===== config.mk =====
export PLATFORM = sky130hd
export DESIGN_NAME = vga_timing_monitor
export DESIGN_NICKNAME = d
export VERILOG_FILES = /design/src/rtl/vga_mon_pkg.sv /design/src/rtl/sync_period_meter.sv /design/src/rtl/vga_timing_monitor.sv
export SDC_FILE = /design/constraint.sdc
export NUM_CORES = 1
export LEC_CHECK = 0
export CAP_MARGIN = 20
export CORE_ASPECT_RATIO = 1.2
export CORE_UTILIZATION = 57
export CTS_CLUSTER_SIZE = 14
export DETAILED_ROUTE_END_ITERATION = 10
export DONT_BUFFER_PORTS = 1
export PLACE_DENSITY_LB_ADDON = 0.1
export SLEW_MARGIN = 20
export SYNTH_ARGS = -nofsm -noshare
export SYNTH_HDL_FRONTEND = slang
export SYNTH_SLANG_ARGS = --single-unit

===== constraint.sdc =====
create_clock -name clk -period 2 [get_ports clk]
set_clock_uncertainty 0.05 [all_clocks]
set_input_delay 0.1 -clock clk [delete_from_list [all_inputs] [get_ports clk]]
set_output_delay 0.1 -clock clk [all_outputs]
set_load 0.03 [all_outputs]

===== src/rtl/vga_mon_pkg.sv =====
// Shared constants for the VGA timing monitor: lock FSM states, default
// 640x480@60 timing and sync polarity encodings.
package vga_mon_pkg;

    localparam int H_TOTAL_640 = 800;
    localparam int V_TOTAL_480 = 525;
    localparam int H_SYNC_640  = 96;
    localparam int V_SYNC_480  = 2;

    localparam int SYNC_ACTIVE_LOW  = 0;
    localparam int SYNC_ACTIVE_HIGH = 1;

    typedef logic [1:0] mon_state_t;

    localparam mon_state_t ST_SEARCH  = 2'd0;
    localparam mon_state_t ST_ACQUIRE = 2'd1;
    localparam mon_state_t ST_LOCKED  = 2'd2;

    localparam logic [15:0] MEAS_MAX = 16'hFFFF;

    function automatic logic [15:0] sat_inc16(input logic [15:0] value);
        return (value == MEAS_MAX) ? value : value + 16'd1;
    endfunction

endpackage


===== src/rtl/sync_period_meter.sv =====
// Measures the period and active width of one sync signal in units of
// 'tick' and reports period/width violations on the cycle they are seen.
module sync_period_meter
    import vga_mon_pkg::*;
#(
    parameter int EXP_PERIOD = H_TOTAL_640,
    parameter int EXP_WIDTH  = H_SYNC_640
) (
    input  logic        clk,
    input  logic        reset_n,
    input  logic        samp_en,
    input  logic        tick,
    input  logic        sync_act,
    input  logic        restart,
    output logic        lead_edge,
    output logic [15:0] period_last,
    output logic        err_period,
    output logic        err_width
);

    logic        prev_act;
    logic        measured;
    logic        trail_edge;
    logic [15:0] period_cnt;
    logic [15:0] width_cnt;

    assign lead_edge  = samp_en & sync_act & ~prev_act;
    assign trail_edge = samp_en & ~sync_act & prev_act;

    // The first edge after reset or a lock loss closes a partial period, so it is never judged.
    assign err_period = lead_edge & measured & (period_cnt != 16'(EXP_PERIOD));
    assign err_width  = trail_edge & (width_cnt != 16'(EXP_WIDTH));

    always_ff @(posedge clk or negedge reset_n) begin
        if (!reset_n) begin
            prev_act    <= 1'b0;
            measured    <= 1'b0;
            period_cnt  <= '0;
            width_cnt   <= '0;
            period_last <= '0;
        end else begin
            if (samp_en) begin
                prev_act <= sync_act;
            end

            if (lead_edge) begin
                period_last <= period_cnt;
                period_cnt  <= tick ? 16'd1 : 16'd0;
            end else if (tick) begin
                period_cnt <= sat_inc16(period_cnt);
            end

            if (lead_edge) begin
                width_cnt <= tick ? 16'd1 : 16'd0;
            end else if (tick && sync_act) begin
                width_cnt <= sat_inc16(width_cnt);
            end

            if (restart) begin
                measured <= 1'b0;
            end else if (lead_edge) begin
                measured <= 1'b1;
            end
        end
    end

endmodule


===== src/rtl/vga_timing_monitor.sv =====
// In-system monitor for a VGA output stream: frame detection, colour-change
// counting, line/frame period and sync width checks, and a lock FSM.
module vga_timing_monitor
    import vga_mon_pkg::*;
#(
    parameter int H_TOTAL     = H_TOTAL_640,
    parameter int V_TOTAL     = V_TOTAL_480,
    parameter int H_SYNC      = H_SYNC_640,
    parameter int V_SYNC      = V_SYNC_480,
    parameter int SYNC_POL    = SYNC_ACTIVE_LOW,
    parameter int COLOR_W     = 4,
    parameter int CNT_W       = 20,
    parameter int LOCK_FRAMES = 2
) (
    input  logic                 clk,
    input  logic                 reset_n,
    input  logic                 pix_en,
    input  logic                 vga_hsync,
    input  logic                 vga_vsync,
    input  logic [3*COLOR_W-1:0] vga_rgb,
    input  logic                 clr_err,
    output logic                 frame_done,
    output logic [15:0]          frame_count,
    output logic [CNT_W-1:0]     color_changes,
    output logic [15:0]          line_len_last,
    output logic [15:0]          frame_len_last,
    output logic                 err_hperiod,
    output logic                 err_hwidth,
    output logic                 err_vperiod,
    output logic                 err_vwidth,
    output logic                 locked,
    output logic [7:0]           loss_count
);

    localparam logic             ACT_LEVEL   = (SYNC_POL == SYNC_ACTIVE_HIGH) ? 1'b1 : 1'b0;
    localparam logic [CNT_W-1:0] CC_MAX      = '1;
    localparam logic [7:0]       LOCK_TARGET = 8'(LOCK_FRAMES);

    logic hs_act;
    logic vs_act;
    logic h_lead;
    logic v_lead;
    logic h_err_period;
    logic h_err_width;
    logic v_err_period;
    logic v_err_width;
    logic new_err;
    logic restart;
    logic rgb_change;

    logic [3*COLOR_W-1:0] rgb_prev;
    logic [CNT_W-1:0]     cc_count;

    mon_state_t state;
    logic [7:0] clean_cnt;
    logic       frame_dirty;

    assign hs_act = (vga_hsync == ACT_LEVEL);
    assign vs_act = (vga_vsync == ACT_LEVEL);

    assign new_err = h_err_period | h_err_width | v_err_period | v_err_width;
    assign restart = (state == ST_LOCKED) & new_err;
    assign locked  = (state == ST_LOCKED);

    sync_period_meter #(
        .EXP_PERIOD (H_TOTAL),
        .EXP_WIDTH  (H_SYNC)
    ) u_hmeter (
        .clk         (clk),
        .reset_n     (reset_n),
        .samp_en     (pix_en),
        .tick        (pix_en),
        .sync_act    (hs_act),
        .restart     (restart),
        .lead_edge   (h_lead),
        .period_last (line_len_last),
        .err_period  (h_err_period),
        .err_width   (h_err_width)
    );

    // Vertical timing counts lines, so its tick is the hsync leading edge.
    sync_period_meter #(
        .EXP_PERIOD (V_TOTAL),
        .EXP_WIDTH  (V_SYNC)
    ) u_vmeter (
        .clk         (clk),
        .reset_n     (reset_n),
        .samp_en     (pix_en),
        .tick        (h_lead),
        .sync_act    (vs_act),
        .restart     (restart),
        .lead_edge   (v_lead),
        .period_last (frame_len_last),
        .err_period  (v_err_period),
        .err_width   (v_err_width)
    );

    assign rgb_change = pix_en & (vga_rgb != rgb_prev);

    always_ff @(posedge clk or negedge reset_n) begin
        if (!reset_n) begin
            frame_done    <= 1'b0;
            frame_count   <= '0;
            rgb_prev      <= '0;
            cc_count      <= '0;
            color_changes <= '0;
        end else begin
            frame_done <= v_lead;
            if (v_lead) begin
                frame_count <= frame_count + 16'd1;
            end
            if (pix_en) begin
                rgb_prev <= vga_rgb;
            end
            // The pixel on the vsync edge belongs to the new frame's count.
            if (v_lead) begin
                color_changes <= cc_count;
                cc_count      <= rgb_change ? CNT_W'(1) : '0;
            end else if (rgb_change && (cc_count != CC_MAX)) begin
                cc_count <= cc_count + CNT_W'(1);
            end
        end
    end

    // A new violation outranks a simultaneous clear.
    always_ff @(posedge clk or negedge reset_n) begin
        if (!reset_n) begin
            err_hperiod <= 1'b0;
            err_hwidth  <= 1'b0;
            err_vperiod <= 1'b0;
            err_vwidth  <= 1'b0;
        end else begin
            err_hperiod <= h_err_period | (err_hperiod & ~clr_err);
            err_hwidth  <= h_err_width  | (err_hwidth  & ~clr_err);
            err_vperiod <= v_err_period | (err_vperiod & ~clr_err);
            err_vwidth  <= v_err_width  | (err_vwidth  & ~clr_err);
        end
    end

    always_ff @(posedge clk or negedge reset_n) begin
        if (!reset_n) begin
            state       <= ST_SEARCH;
            clean_cnt   <= '0;
            frame_dirty <= 1'b0;
            loss_count  <= '0;
        end else begin
            case (state)
                ST_SEARCH: begin
                    if (v_lead) begin
                        state       <= ST_ACQUIRE;
                        clean_cnt   <= '0;
                        frame_dirty <= 1'b0;
                    end
                end
                ST_ACQUIRE: begin
                    if (v_lead) begin
                        frame_dirty <= 1'b0;
                        if (!frame_dirty && !new_err) begin
                            if (clean_cnt + 8'd1 >= LOCK_TARGET) begin
                                state     <= ST_LOCKED;
                                clean_cnt <= '0;
                            end else begin
                                clean_cnt <= clean_cnt + 8'd1;
                            end
                        end else begin
                            clean_cnt <= '0;
                        end
                    end else if (new_err) begin
                        clean_cnt   <= '0;
                        frame_dirty <= 1'b1;
                    end
                end
                ST_LOCKED: begin
                    if (new_err) begin
                        state <= ST_SEARCH;
                        if (loss_count != 8'hFF) begin
                            loss_count <= loss_count + 8'd1;
                        end
                    end
                end
                default: begin
                    state <= ST_SEARCH;
                end
            endcase
        end
    end

endmodule


* Yosys cells after proc, flatten, opt, wreduce, memory -nomap -nowiden
Cells that the tools add are included.
Word-level totals: register bits 192, latch bits 0, bits in writable memories 0, memory bits (read-only) 0, input port bits 18, output and inout port bits 82, logic and storage cells 146, memories 0
Operators by class: add/subtract/negate cells 8, multipliers 0, div/mod/pow operators 0, order comparisons 1, eq/ne operators 23, shift-type cells 0, multiplexer cells 37, bitwise gates (word level) 32, reductions and logical operators 22
Operator list (number):
- $mux 16 | 12
- $add 16x1->16 const B | 5
- $eq 16x16->1 const B | 4
- $mux 20 | 2
- $mux 8 | 5
- $ne 16x10->1 const B | 2
- $add 20x1->20 const B | 1
- $and 1x1->1 | 20
- $ne 20x20->1 const B | 1
- $add 8x1->8 const B | 2
- $ne 16x2->1 const B | 1
- $ne 16x7->1 const B | 1
- $pmux 8 s2 | 1
- $reduce_bool 2->1 | 8
- $ne 2x1->1 const B | 7
- $ne 12x12->1 | 1
- $mux 1 | 10
- $mux 2 | 5
- $ge 8x2->1 const B | 1
- $ne 8x8->1 const B | 1
- $reduce_and 2->1 | 4
- $or 1x1->1 | 7
- $pmux 2 s3 | 1
- $reduce_and 3->1 | 2
- other kinds (10) | 19

* Depth between registers and ports, before layout
Gate-level depths: netlist of run 1.
word-level depth 13, mapped depth 9, depth with buffers taken out 8

* Hierarchy
A second synthesis of run 1 with hierarchy kept.
Second synthesis, totals: cell total of the unflattened synthesis 929, area, all modules 9476.6 µm²
By module, submodules not included:
- vga_timing_monitor | instances 1, cells an instance 358, area an instance 4204.0 µm², sequential area each 2302.2 µm²
- sync_period_meter at u_hmeter | instances 1, cells an instance 287, area an instance 2675.1 µm², sequential area each 1251.2 µm²
- sync_period_meter at u_vmeter | instances 1, cells an instance 284, area an instance 2597.5 µm², sequential area each 1251.2 µm²

* Worst setup path after synthesis of run 1
Ideal clock, no wire load.
path type flip-flop to flip-flop, from reg loss_count[0], to reg loss_count[1], setup time 0.125 ns, arrival time 2.153 ns, data required time 1.825 ns, slack -0.328 ns, cell stages (with the launch flop) 7, buffers on the path 0, period minus slack after synthesis 2.328 ns, cell sequence dfrtp_1 -> ha_1 -> and3_1 -> and3_1 -> a311oi_1 -> nand2_1 -> mux2_2
Between the ends: longest elaborated chain between the ends 2, elaborated cells between the ends (all ways) 3, those cells by class add/sub: 1; eq/ne: 1; reduce/logical: 1
RTL lines:
- start: declaration | line vga_timing_monitor.sv:32 | output logic [7:0] loss_count
- start signal: assignment | line vga_timing_monitor.sv:177 | loss_count <= loss_count + 8'd1;
- branches (longest 2 deep; another with $add 8x1->8)
Several ways; the timed one is not identified. A chain may end at the register's enable or synchronous reset.

* Worst setup path in the final report of run 1
from reg rgb_prev[10], to reg cc_count[14]
Between the ends: longest elaborated chain between the ends 4
RTL lines:
- start: declaration | line vga_timing_monitor.sv:51 | logic [3*COLOR_W-1:0] rgb_prev;
- start signal: assignment | line vga_timing_monitor.sv:113 | rgb_prev <= vga_rgb;
- $ne 12x12->1 | line vga_timing_monitor.sv:98 | assign rgb_change = pix_en & (vga_rgb != rgb_prev);
- $and 1x1->1 | line vga_timing_monitor.sv:98
- $logic_and 1x1->1 | line vga_timing_monitor.sv:119 | end else if (rgb_change && (cc_count != CC_MAX)) begin
- $reduce_bool 2->1 (no source line)
- end signal: assignment | line vga_timing_monitor.sv:118 | cc_count <= rgb_change ? CNT_W'(1) : '0;
- end signal: assignment | line vga_timing_monitor.sv:120 | cc_count <= cc_count + CNT_W'(1);
- end: declaration | line vga_timing_monitor.sv:52 | logic [CNT_W-1:0] cc_count;
No other way between the ends.

==> results of run 1 <==
## registers in the layout, indices dropped and copies added, names as in the netlist, 2 cells and up
register              count
color_changes            20
frame_count              16
u_vmeter.width_cnt       16
cc_count                 20
u_hmeter.width_cnt       16
loss_count                8
u_hmeter.period_cnt      16
u_vmeter.period_cnt      16
u_vmeter.period_last     16
u_hmeter.period_last     16
state                     2
rgb_prev                 12
clean_cnt                 8
## worst max path at each step
stage | end | slack [ns] | cells past startpoint
floorplan | state[0]$_DFFE_PN0P_ | 0.0006 | 7
global placement | cc_count[7]$_DFFE_PN0P_ | -0.18 | 8
detailed placement | cc_count[7]$_DFFE_PN0P_ | -0.26 | 8
CTS | loss_count[1]$_DFFE_PN0P_ | -0.09 | 6
global route | cc_count[14]$_DFFE_PN0P_ | -0.26 | 6
finish | cc_count[14]$_DFFE_PN0P_ | -0.21 | 6
## repair_timing
item                       in CTS  in global routing
hold buffers                   18                  1
setup endpoints to repair      40                 82
hold endpoints to repair      214                194
setup buffers                   3                 12
cloned                          0                  1
pin swaps                      26                 56
gates resized for setup        29                 91
## synthesized netlist by cell type, types with 3 or more instances
cell / n
nor3_1: 21
nand2_1: 186
xor2_1: 46
o21a_1: 3
nor2_1: 82
nand4b_1: 3
or4_1: 8
a31oi_1: 6
and3_1: 13
nand2b_1: 6
nor3b_1: 7
dfrtp_1: 192
and2_1: 11
mux2_2: 13
nor4_1: 14
or3_1: 15
clkbuf_1: 23
nand3_1: 39
o21ai_0: 37
o31ai_1: 6
xnor2_1: 40
ha_1: 13
o211ai_1: 4
buf_6: 3
inv_1: 27
buf_2: 3
buf_1: 3
a21oi_1: 23
nand4_1: 31
nor4b_1: 5
## layer usage
layer  GRT usage  vias up  wire length (um)
li1            -     3413                 -
met1       0.335     3600              8800
met2       0.467      223             11800
met3      0.0497       63               994
met4       0.111        0               720
met5           0        -                 0
## power by group
| group | internal (mW) | switching (mW) | leakage (nW) | total (mW) |
|---|---|---|---|---|
| Clock | 1.89 | 1.43 | 0.280 | 3.32 |
| Combinational | 0.706 | 0.813 | 2.40 | 1.52 |
| Sequential | 4.21 | 0.541 | 2.57 | 4.75 |
| Total | 6.80 | 2.79 | 5.25 | 9.59 |
## cell type report
type | instances | area share
multi-input cells | 667 | 0.393
repair buffers | 149 | 0.107
flip-flops and latches | 192 | 0.418
inverters | 28 | 0.00914
clock inverters | 7 | 0.00664
clock buffers | 25 | 0.0440
well taps | 204 | 0.0222
## cells by family (layout without fill, tap and decap cells)
family,Yosys count,count (layout),synth area share
flip-flops,192,192,0.537
AND/OR/NAND/NOR,457,457,0.247
AO/OA/AOI/OAI,96,96,0.0653
multiplexers,15,15,0.0186
adder cells (fa/ha/maj),13,13,0.0182
XOR/XNOR,86,86,0.0842
buffers and inverters,61,209,0.0296
==> results.json, run 1 <==
{
  "nFillCells": 1010,
  "hold_viol": 192,
  "critPathArrivalTime_ns": 2.47,
  "postSynthCellCount": 920,
  "setup_viol_count_final": 32,
  "clk_pin_slew_ns": 0.07,
  "drcViolationCount": 0,
  "cts_root_buf": "clkbuf_16",
  "dp.final_hpwl_um": 13900,
  "cp_slowest_cell": "a311o_2",
  "dpl_worst_slack_ns": -0.259,
  "overflow": 0,
  "cp_top_family": "compound AO/OA/AOI/OAI gates",
  "postSynthAreaPerCell_sq_um": 9.73,
  "die-area_sq_um": 16200,
  "synth_edf_count": 0,
  "grt_pass1_vias": 7305,
  "async_reset_ff_frac": 1.00,
  "ys_ff_latch": 192,
  "r2r_slack_ns": -0.21,
  "grt_setup_unrepaired": "true",
  "cts_tree": "built",
  "place.gp.congestion": 0.862,
  "netlist_area_sq_um": 8950,
  "max_stage_delay_ns": 0.48,
  "initial_core_util": 0.591,
  "ir_worst_vdd_mv": 0.574,
  "clk_latency_ns": 0.44,
  "drtPass1Iterations": 4,
  "drive_gt1_frac": 0.250,
  "crit_path_frequent_cell": "nor4_4",
  "final_common_cell": "dfrtp_1",
  "finalCritPeriodShare": 1.10,
  "fin_util": 0.759,
  "seq_area_frac_synth": 0.537,
  "synth_top_area_cell": "dfrtp_1",
  "min_path_type": "in -> async",
  "drtIter0Drc": 375,
  "post_dp_cell_area_sq_um": 9980,
  "violations": "negative hold slack, negative setup slack",
  "setup_tns_ns": -2.38,
  "io_buffers": 0,
  "finalWirelength_um": 22300,
  "ys_types": 60,
  "layoutNonFillerInstCount": 1272,
  "crit_chain": "xor2_2 > nor4_4 > a311o_2 > nor4_4 > a31oi_1 > a41o_1",
  "synth_top_area_frac": 0.537,
  "cts_buffers": 17,
  "r2r_start": "rgb_prev[10]$_DFFE_PN0P_",
  "viasPerCell": 5.74,
  "yosys-top-cells-area": "dfrtp_1 (54%), nand2_1 (7.8%), xor2_1 (4.5%)",
  "rows": 49,
  "grt_use_total": 0.272,
  "yosys_warnings": 0,
  "fin_total_pwr_mw": 9.59,
  "fmax_ghz": 0.453,
  "multi_input_area_sq_um": 4520,
  "critPathRequiredTime_ns": 2.26,
  "cts.sinks": 192,
  "leakagePower_nw": 5.25,
  "holdWs_ns": -0.690,
  "via_count": 7299,
  "crit_start": "rgb_prev[10]$_DFFE_PN0P_",
  "cts_max_level": 4,
  "area_delta_synth_final_pct": 28.5,
  "critPathMaxFanout": 3,
  "ios": 100,
  "timing.setup.critical_path_class": "reg -> reg",
  "end_kind": "flip-flop",
  "slew-limit-headroom": 0.442,
  "cp_num_buf_inv": 0,
  "power.density_nw_per_um2": 834,
  "postRouteAntennaNets": 0,
  "final_cell_area_sq_um": 11500,
  "synth_nets": 951,
  "layout_setup_ws_ns": -0.207,
  "die_h_um": 139,
  "dp.cells": 1208,
  "num_antenna_cells": 0,
  "finalCriticalPeriod_ns": 2.21,
  "layout_common_cells": "dfrtp_1 (189), nand2_1 (185), buf_4 (115)",
  "clockBufferDepth": 2,
  "worst_pin_slew_ns": 0.837,
  "drv_slew": 0,
  "nets": 1086,
  "wl_per_cell_um": 17.5,
  "setup.worst_path.start_class": "flip-flop",
  "seq_area_sq_um": 4810,
  "fp.dieW_um": 116,
  "antenna_found_initial": 0,
  "grt_max_degree": 193,
  "status": "finished with violations",
  "synth-main-ff-cell": "dfrtp_1",
  "maxCapViolations": 0,
  "reg2reg_depth": 6,
  "r2r-end": "cc_count[14]$_DFFE_PN0P_",
  "grt_pass1_wl_um": 34500,
  "core_sq_um": 15100
}
(Power assumes the default switching activity.)
==> run 2: changes to the inputs <==
--- a/config.mk
+++ b/config.mk
@@ -7,11 +7,12 @@
 export LEC_CHECK = 0
 export CAP_MARGIN = 20
 export CORE_ASPECT_RATIO = 1.2
-export CORE_UTILIZATION = 57
+export CORE_UTILIZATION = 60
 export CTS_CLUSTER_SIZE = 14
 export DETAILED_ROUTE_END_ITERATION = 10
 export DONT_BUFFER_PORTS = 1
 export PLACE_DENSITY_LB_ADDON = 0.1
+export SETUP_SLACK_MARGIN = 0.5
 export SLEW_MARGIN = 20
 export SYNTH_ARGS = -nofsm -noshare
 export SYNTH_HDL_FRONTEND = slang
==> constraint.sdc (replaced) <==
create_clock -name clk -period 2.2 [get_ports clk]
set_clock_uncertainty 0.05 [all_clocks]
set_input_delay 0.11 -clock clk [delete_from_list [all_inputs] [get_ports clk]]
set_output_delay 0.11 -clock clk [all_outputs]
set_load 0.03 [all_outputs]
==> run 2 against run 1 <==
Compared with the run above:
- the flow still finishes with violations (negative hold slack, negative setup slack)
- wire length grew 40%
- critical path depth grew 1
- non-clock buffer count grew 12
- core utilization grew 11 points
==> results.json, run 2 (synthesized netlist as in run 1, its figures left out) <==
{
  "status": "finished with violations",
  "violations": "negative hold slack, negative setup slack",
  "clockBufferDepth": 2,
  "p_int_mw": 6.39,
  "critPathArrivalTime_ns": 3.09,
  "p_clk_frac": 0.359,
  "die-area_sq_um": 15400,
  "power.switching_mw": 2.89,
  "dpl_worst_slack_ns": -0.0612,
  "layoutNonFillerInstCount": 1283,
  "dp.cells": 1128,
  "setup_viol_count_final": 22,
  "cts_max_level": 4,
  "drv_slew": 0,
  "die_h_um": 136,
  "io_buffers": 0,
  "drive_gt1_frac": 0.353,
  "cts_buffers": 17,
  "seq_area_sq_um": 4830,
  "cts.sinks": 192,
  "ios": 100,
  "reg2reg_depth": 7,
  "antenna_found_initial": 0,
  "power.density_nw_per_um2": 736,
  "multi_input_area_sq_um": 5240,
  "via_count": 8347,
  "overflow": 0,
  "hold_viol": 192,
  "min_path_type": "in -> async",
  "holdWs_ns": -0.695,
  "nFillCells": 582,
  "grt_pass1_vias": 7981,
  "wl_per_cell_um": 24.4,
  "grt_setup_unrepaired": "true",
  "maxCapViolations": 0,
  "fmax_ghz": 0.360,
  "drtPass1Iterations": 6,
  "end_kind": "flip-flop",
  "top_regs": "cc_count (20), color_changes (20)",
  "layout_setup_ws_ns": -0.576,
  "clk_pin_slew_ns": 0.08,
  "power_switching_share": 0.312,
  "r2r_slack_ns": -0.58,
  "area_delta_synth_final_pct": 40.9,
  "place.gp.congestion": 0.843,
  "nets": 1102,
  "cts_root_buf": "clkbuf_16",
  "postRouteAntennaNets": 0,
  "ir_worst_vdd_mv": 0.534,
  "grt.met2_usage": 0.601,
  "hold_buffers": 29,
  "met3_usage": 0.0591,
  "core_sq_um": 14500,
  "timing.setup.critical_path_class": "reg -> reg",
  "layout_common_cells": "nand2_1 (176), dfrtp_1 (175), buf_4 (76)",
  "setup.worst_path.start_class": "flip-flop",
  "grt_use_total": 0.352,
  "combPwrFrac": 0.160,
  "leakagePower_nw": 5.59,
  "critPathRequiredTime_ns": 2.51,
  "rows": 48,
  "r2r-end": "loss_count[7]$_DFFE_PN0P_",
  "r2r_start": "u_hmeter.width_cnt[12]$_DFFE_PN0P_",
  "finalWirelength_um": 31300,
  "drtIter0Drc": 878,
  "viasPerCell": 6.51,
  "finalCriticalPeriod_ns": 2.78,
  "critPathMaxFanout": 5,
  "num_antenna_cells": 0,
  "final_common_cell": "nand2_1",
  "fp.dieW_um": 113,
  "p_seq_frac": 0.481,
  "drcViolationCount": 0,
  "grtUsageMet1": 0.419,
  "initial_core_util": 0.618,
  "worst_pin_slew_ns": 1.02,
  "cts_tree": "built",
  "slew-limit-headroom": 0.316,
  "top_usage_layer": "met2",
  "grt_pass1_wl_um": 41500,
  "dp.final_hpwl_um": 13200,
  "clk_latency_ns": 0.45,
  "grt_max_degree": 193,
  "finalCritPeriodShare": 1.26
}
## run 2: worst max path at each step
stage / from / endpoint / slack [ns]
3_3_place_gp: u_hmeter.period_cnt[7]$_DFFE_PN0P_ / clean_cnt[1]$_DFFE_PN0P_ / -0.04
5_1_grt: u_hmeter.width_cnt[12]$_DFFE_PN0P_ / loss_count[7]$_DFFE_PN0P_ / -0.60
4_1_cts: u_hmeter.period_cnt[7]$_DFFE_PN0P_ / loss_count[1]$_DFFE_PN0P_ / 0.06
2_1_floorplan: loss_count[1]$_DFFE_PN0P_ / loss_count[1]$_DFFE_PN0P_ / 0.23
6_report: u_hmeter.width_cnt[12]$_DFFE_PN0P_ / loss_count[7]$_DFFE_PN0P_ / -0.58
3_5_place_dp: u_hmeter.period_cnt[7]$_DFFE_PN0P_ / clean_cnt[3]$_DFFE_PN0P_ / -0.06
## run 2: layout make-up
type / count / area share
sequential: 192 / 0.383
inverter: 28 / 0.00873
tap: 200 / 0.0198
timing repair buffer: 161 / 0.124
multi-input combinational: 671 / 0.416
clock buffer: 20 / 0.0370
clock inverter: 11 / 0.0120
## run 2: routing by layer
layer  wire, um  share of wire
met4       2130          0.068
met1      11000           0.35
met2      16000           0.51
met3       2130          0.068
met5          0              0
## run 2: repair_timing
item	in CTS	in global routing
setup buffers	56	34
resized for setup	116	150
setup endpoints to repair	102	115
endpoints found under the hold margin	213	192
cloned	4	1
pin swaps	77	63
## run 2: metrics by stage
| stage | total power [mW] | setup TNS (ns) | area (sq um) | util |
|---|---|---|---|---|
| after floorplan | 5.05 | 0 | 9280 | - |
| after global placement | 5.29 | -0.312 | 9670 | 0.668 |
| after detailed placement | 5.36 | -0.462 | 9670 | 0.668 |
| after CTS | 8.85 | 0 | 11600 | 0.803 |
| after global routing | 9.51 | -11.07 | 12600 | 0.871 |
| final | 9.28 | -10.54 | 12600 | 0.871 |
## run 2: critical path, cell delays in order (launching register included)
cell       delay [ns]
dfrtp_1          0.40
nor4_1           0.88
nand2_1          0.26
o2111ai_4        0.36
nand4_4          0.23
buf_6            0.20
nand4b_1         0.15
xnor2_1          0.16
## run 2: power by group through the flow
| stage | logic (mW) | clock network, mW | registers (mW) |
|---|---|---|---|
| global placement | 0.855 | 0 | 4.44 |
| global route | 1.56 | 3.46 | 4.49 |
| CTS | 1.18 | 3.26 | 4.40 |
| detailed placement | 0.903 | 0 | 4.46 |
| floorplan | 0.628 | 0 | 4.42 |
| finish | 1.48 | 3.33 | 4.47 |
==> run 3: changes to the inputs <==
==> constraint.sdc (replaced) <==
create_clock -name clk -period 2.2 [get_ports clk]
set_clock_uncertainty 0.05 [all_clocks]
set_input_delay 0.22 -clock clk [delete_from_list [all_inputs] [get_ports clk]]
set_output_delay 0.22 -clock clk [all_outputs]
set_load 0.03 [all_outputs]
==> run 3 against run 2 <==
Compared with the run above:
- the flow still finishes with violations (negative hold slack, negative setup slack)
- setup slack improved by 0.53 ns
- via count decreased by 4.4%
- sequential share of layout area increased by 1.8 points
- core utilization decreased by 3.9 points
- clock-buffer cell count decreased by 1
- clock power about the same
- cell count decreased by 1.2%
- die area unchanged
- design area decreased by 4.5%
- sequential power about the same
- wire length decreased by 14%
- critical path depth increased by 1
- critical endpoint is now loss_count[1]$_DFFE_PN0P_
- largest power group unchanged
- highest routed layer unchanged
==> results.json, run 3 (synthesized netlist as in run 1, its figures left out) <==
{
  "clk_latency_ns": 0.45,
  "overflow": 0,
  "critPathMaxFanout": 8,
  "holdWs_ns": -0.584,
  "fin_util": 0.832,
  "worst_pin_slew_ns": 0.604,
  "fp.dieW_um": 113,
  "clockBufferDepth": 2,
  "rows": 48,
  "cp_slowest_cell": "dfrtp_1",
  "io_buffers": 0,
  "crit_chain": "inv_1 > ha_1 > nor3b_1 > nand2_1 > o2111ai_2 > nand4_4 > nand2_2 > mux2_4",
  "via_count": 7976,
  "maxCapViolations": 0,
  "cts_buffers": 17,
  "drv_slew": 0,
  "layout_setup_ws_ns": -0.0474,
  "r2r-end": "loss_count[1]$_DFFE_PN0P_",
  "finalWirelength_um": 26900,
  "clk_pin_slew_ns": 0.07,
  "violations": "negative hold slack, negative setup slack",
  "drtPass1Iterations": 7,
  "postRouteAntennaNets": 0,
  "dp.final_hpwl_um": 13200,
  "finalCritPeriodShare": 1.02,
  "min_path_type": "in -> async",
  "fmax_ghz": 0.445,
  "num_antenna_cells": 0,
  "critPathArrivalTime_ns": 2.53,
  "setup.worst_path.start_class": "flip-flop",
  "ios": 100,
  "area_delta_synth_final_pct": 34.6,
  "status": "finished with violations",
  "drcViolationCount": 0,
  "timing.setup.critical_path_class": "reg -> reg",
  "nFillCells": 718,
  "leakagePower_nw": 5.38,
  "grt_setup_unrepaired": "true",
  "grt_pass1_wl_um": 38100,
  "cts_tree": "built",
  "critPathCapture": "loss_count[1]$_DFFE_PN0P_",
  "nets": 1085,
  "grt_max_degree": 193,
  "power.density_nw_per_um2": 757,
  "r2r_slack_ns": -0.05,
  "setup_viol_count_final": 4,
  "max_stage_delay_ns": 0.41,
  "wl_per_cell_um": 21.2,
  "cts_root_buf": "clkbuf_16",
  "die-area_sq_um": 15400,
  "place.gp.congestion": 0.842,
  "layout_common_cells": "nand2_1 (178), dfrtp_1 (176), buf_4 (80)",
  "r2r_start": "u_hmeter.width_cnt[0]$_DFFE_PN0P_",
  "critPathRequiredTime_ns": 2.48,
  "grt_use_total": 0.319,
  "crit_start": "u_hmeter.width_cnt[0]$_DFFE_PN0P_",
  "cts.sinks": 192,
  "ir_worst_vdd_mv": 0.539,
  "drive_gt1_frac": 0.304,
  "drtIter0Drc": 700,
  "top_regs": "cc_count (20), color_changes (20)",
  "cts_max_level": 4,
  "end_kind": "flip-flop",
  "dp.cells": 1130,
  "initial_core_util": 0.618,
  "dpl_worst_slack_ns": -0.0529,
  "layoutNonFillerInstCount": 1267,
  "core_sq_um": 14500,
  "grt_pass1_vias": 7491,
  "reg2reg_depth": 8,
  "final_common_cell": "nand2_1",
  "hold_viol": 192,
  "slew-limit-headroom": 0.597,
  "finalCriticalPeriod_ns": 2.25,
  "antenna_found_initial": 0,
  "viasPerCell": 6.30,
  "die_h_um": 136
}
-- run 3: cell count changes in the layout (fill, tap and decap cells not counted), moves of 4 or more --
cell,previous run,this run
buf_6,48,33
buf_12,7,1
xnor2_1,28,34
xnor2_2,12,6
nor2_1,68,73
xor2_1,34,39
xor2_2,12,7
a21oi_1,7,11
a21oi_2,14,10
buf_4,76,80
-- run 3: cell type report --
cell class,instances,area (sq um),area share
clock inverter,13,181,0.0151
clock buffer,19,453,0.0376
timing repair buffer,145,1320,0.109
inverter,28,110,0.00914
tap,200,250,0.0208
multi-input combinational,670,4910,0.408
sequential,192,4820,0.400
-- run 3: how the worst min path moves through the flow --
stage	startpoint	cells after the start	to
floorplan	reset_n	0	cc_count[0]$_DFFE_PN0P_
global placement	reset_n	0	u_hmeter.period_cnt[9]$_DFFE_PN0P_
detailed placement	reset_n	0	u_hmeter.period_last[11]$_DFFE_PN0N_
CTS	reset_n	0	u_hmeter.period_last[9]$_DFFE_PN0N_
global route	reset_n	0	u_hmeter.period_cnt[10]$_DFFE_PN0P_
finish	reset_n	0	u_hmeter.period_last[11]$_DFFE_PN0N_
-- run 3: worst max-delay path: cells and delay by family, from the launching register on --
kind,cells,cell delay (ns)
buffers and inverters,1,0.13
multiplexers,1,0.30
AND/OR/NAND/NOR,4,0.81
flip-flops,1,0.41
AO/OA/AOI/OAI,1,0.28
adder cells (fa/ha/maj),1,0.16
-- run 3: repair_timing --
action,4_1_cts,5_1_grt
buffers inserted,42,29
setup endpoints to repair,109,115
resized for setup,104,90
endpoints found under the hold margin,210,194
cloned,3,1
hold buffers,29,1
pin swaps,64,66
-- run 3: per-stage QoR --
step / TNS (ns) / instance area [sq um] / total power [mW]
after floorplan: 0 / 9280 / 5.05
after global placement: -0.0562 / 9670 / 5.29
after detailed placement: -0.363 / 9670 / 5.35
after CTS: 0 / 11400 / 8.87
after global routing: -0.698 / 12000 / 9.37
final: -0.130 / 12000 / 9.12
-- run 3: layer usage --
| metal | part of all wire | up-vias | GRT usage |
|---|---|---|---|
| met3 | 0.065 | 111 | 0.0698 |
| met2 | 0.52 | 407 | 0.544 |
| met4 | 0.039 | 0 | 0.134 |
| met5 | 0 | - | 0 |
| met1 | 0.37 | 4022 | 0.393 |
| li1 | - | 3436 | - |
-- run 3: where the power goes --
group          total, mW  internal [mW]  switching [mW]  leakage [nW]
clock network       3.36           1.96            1.40         0.310
logic               1.31          0.613           0.699          2.53
registers           4.44           3.82           0.619          2.55
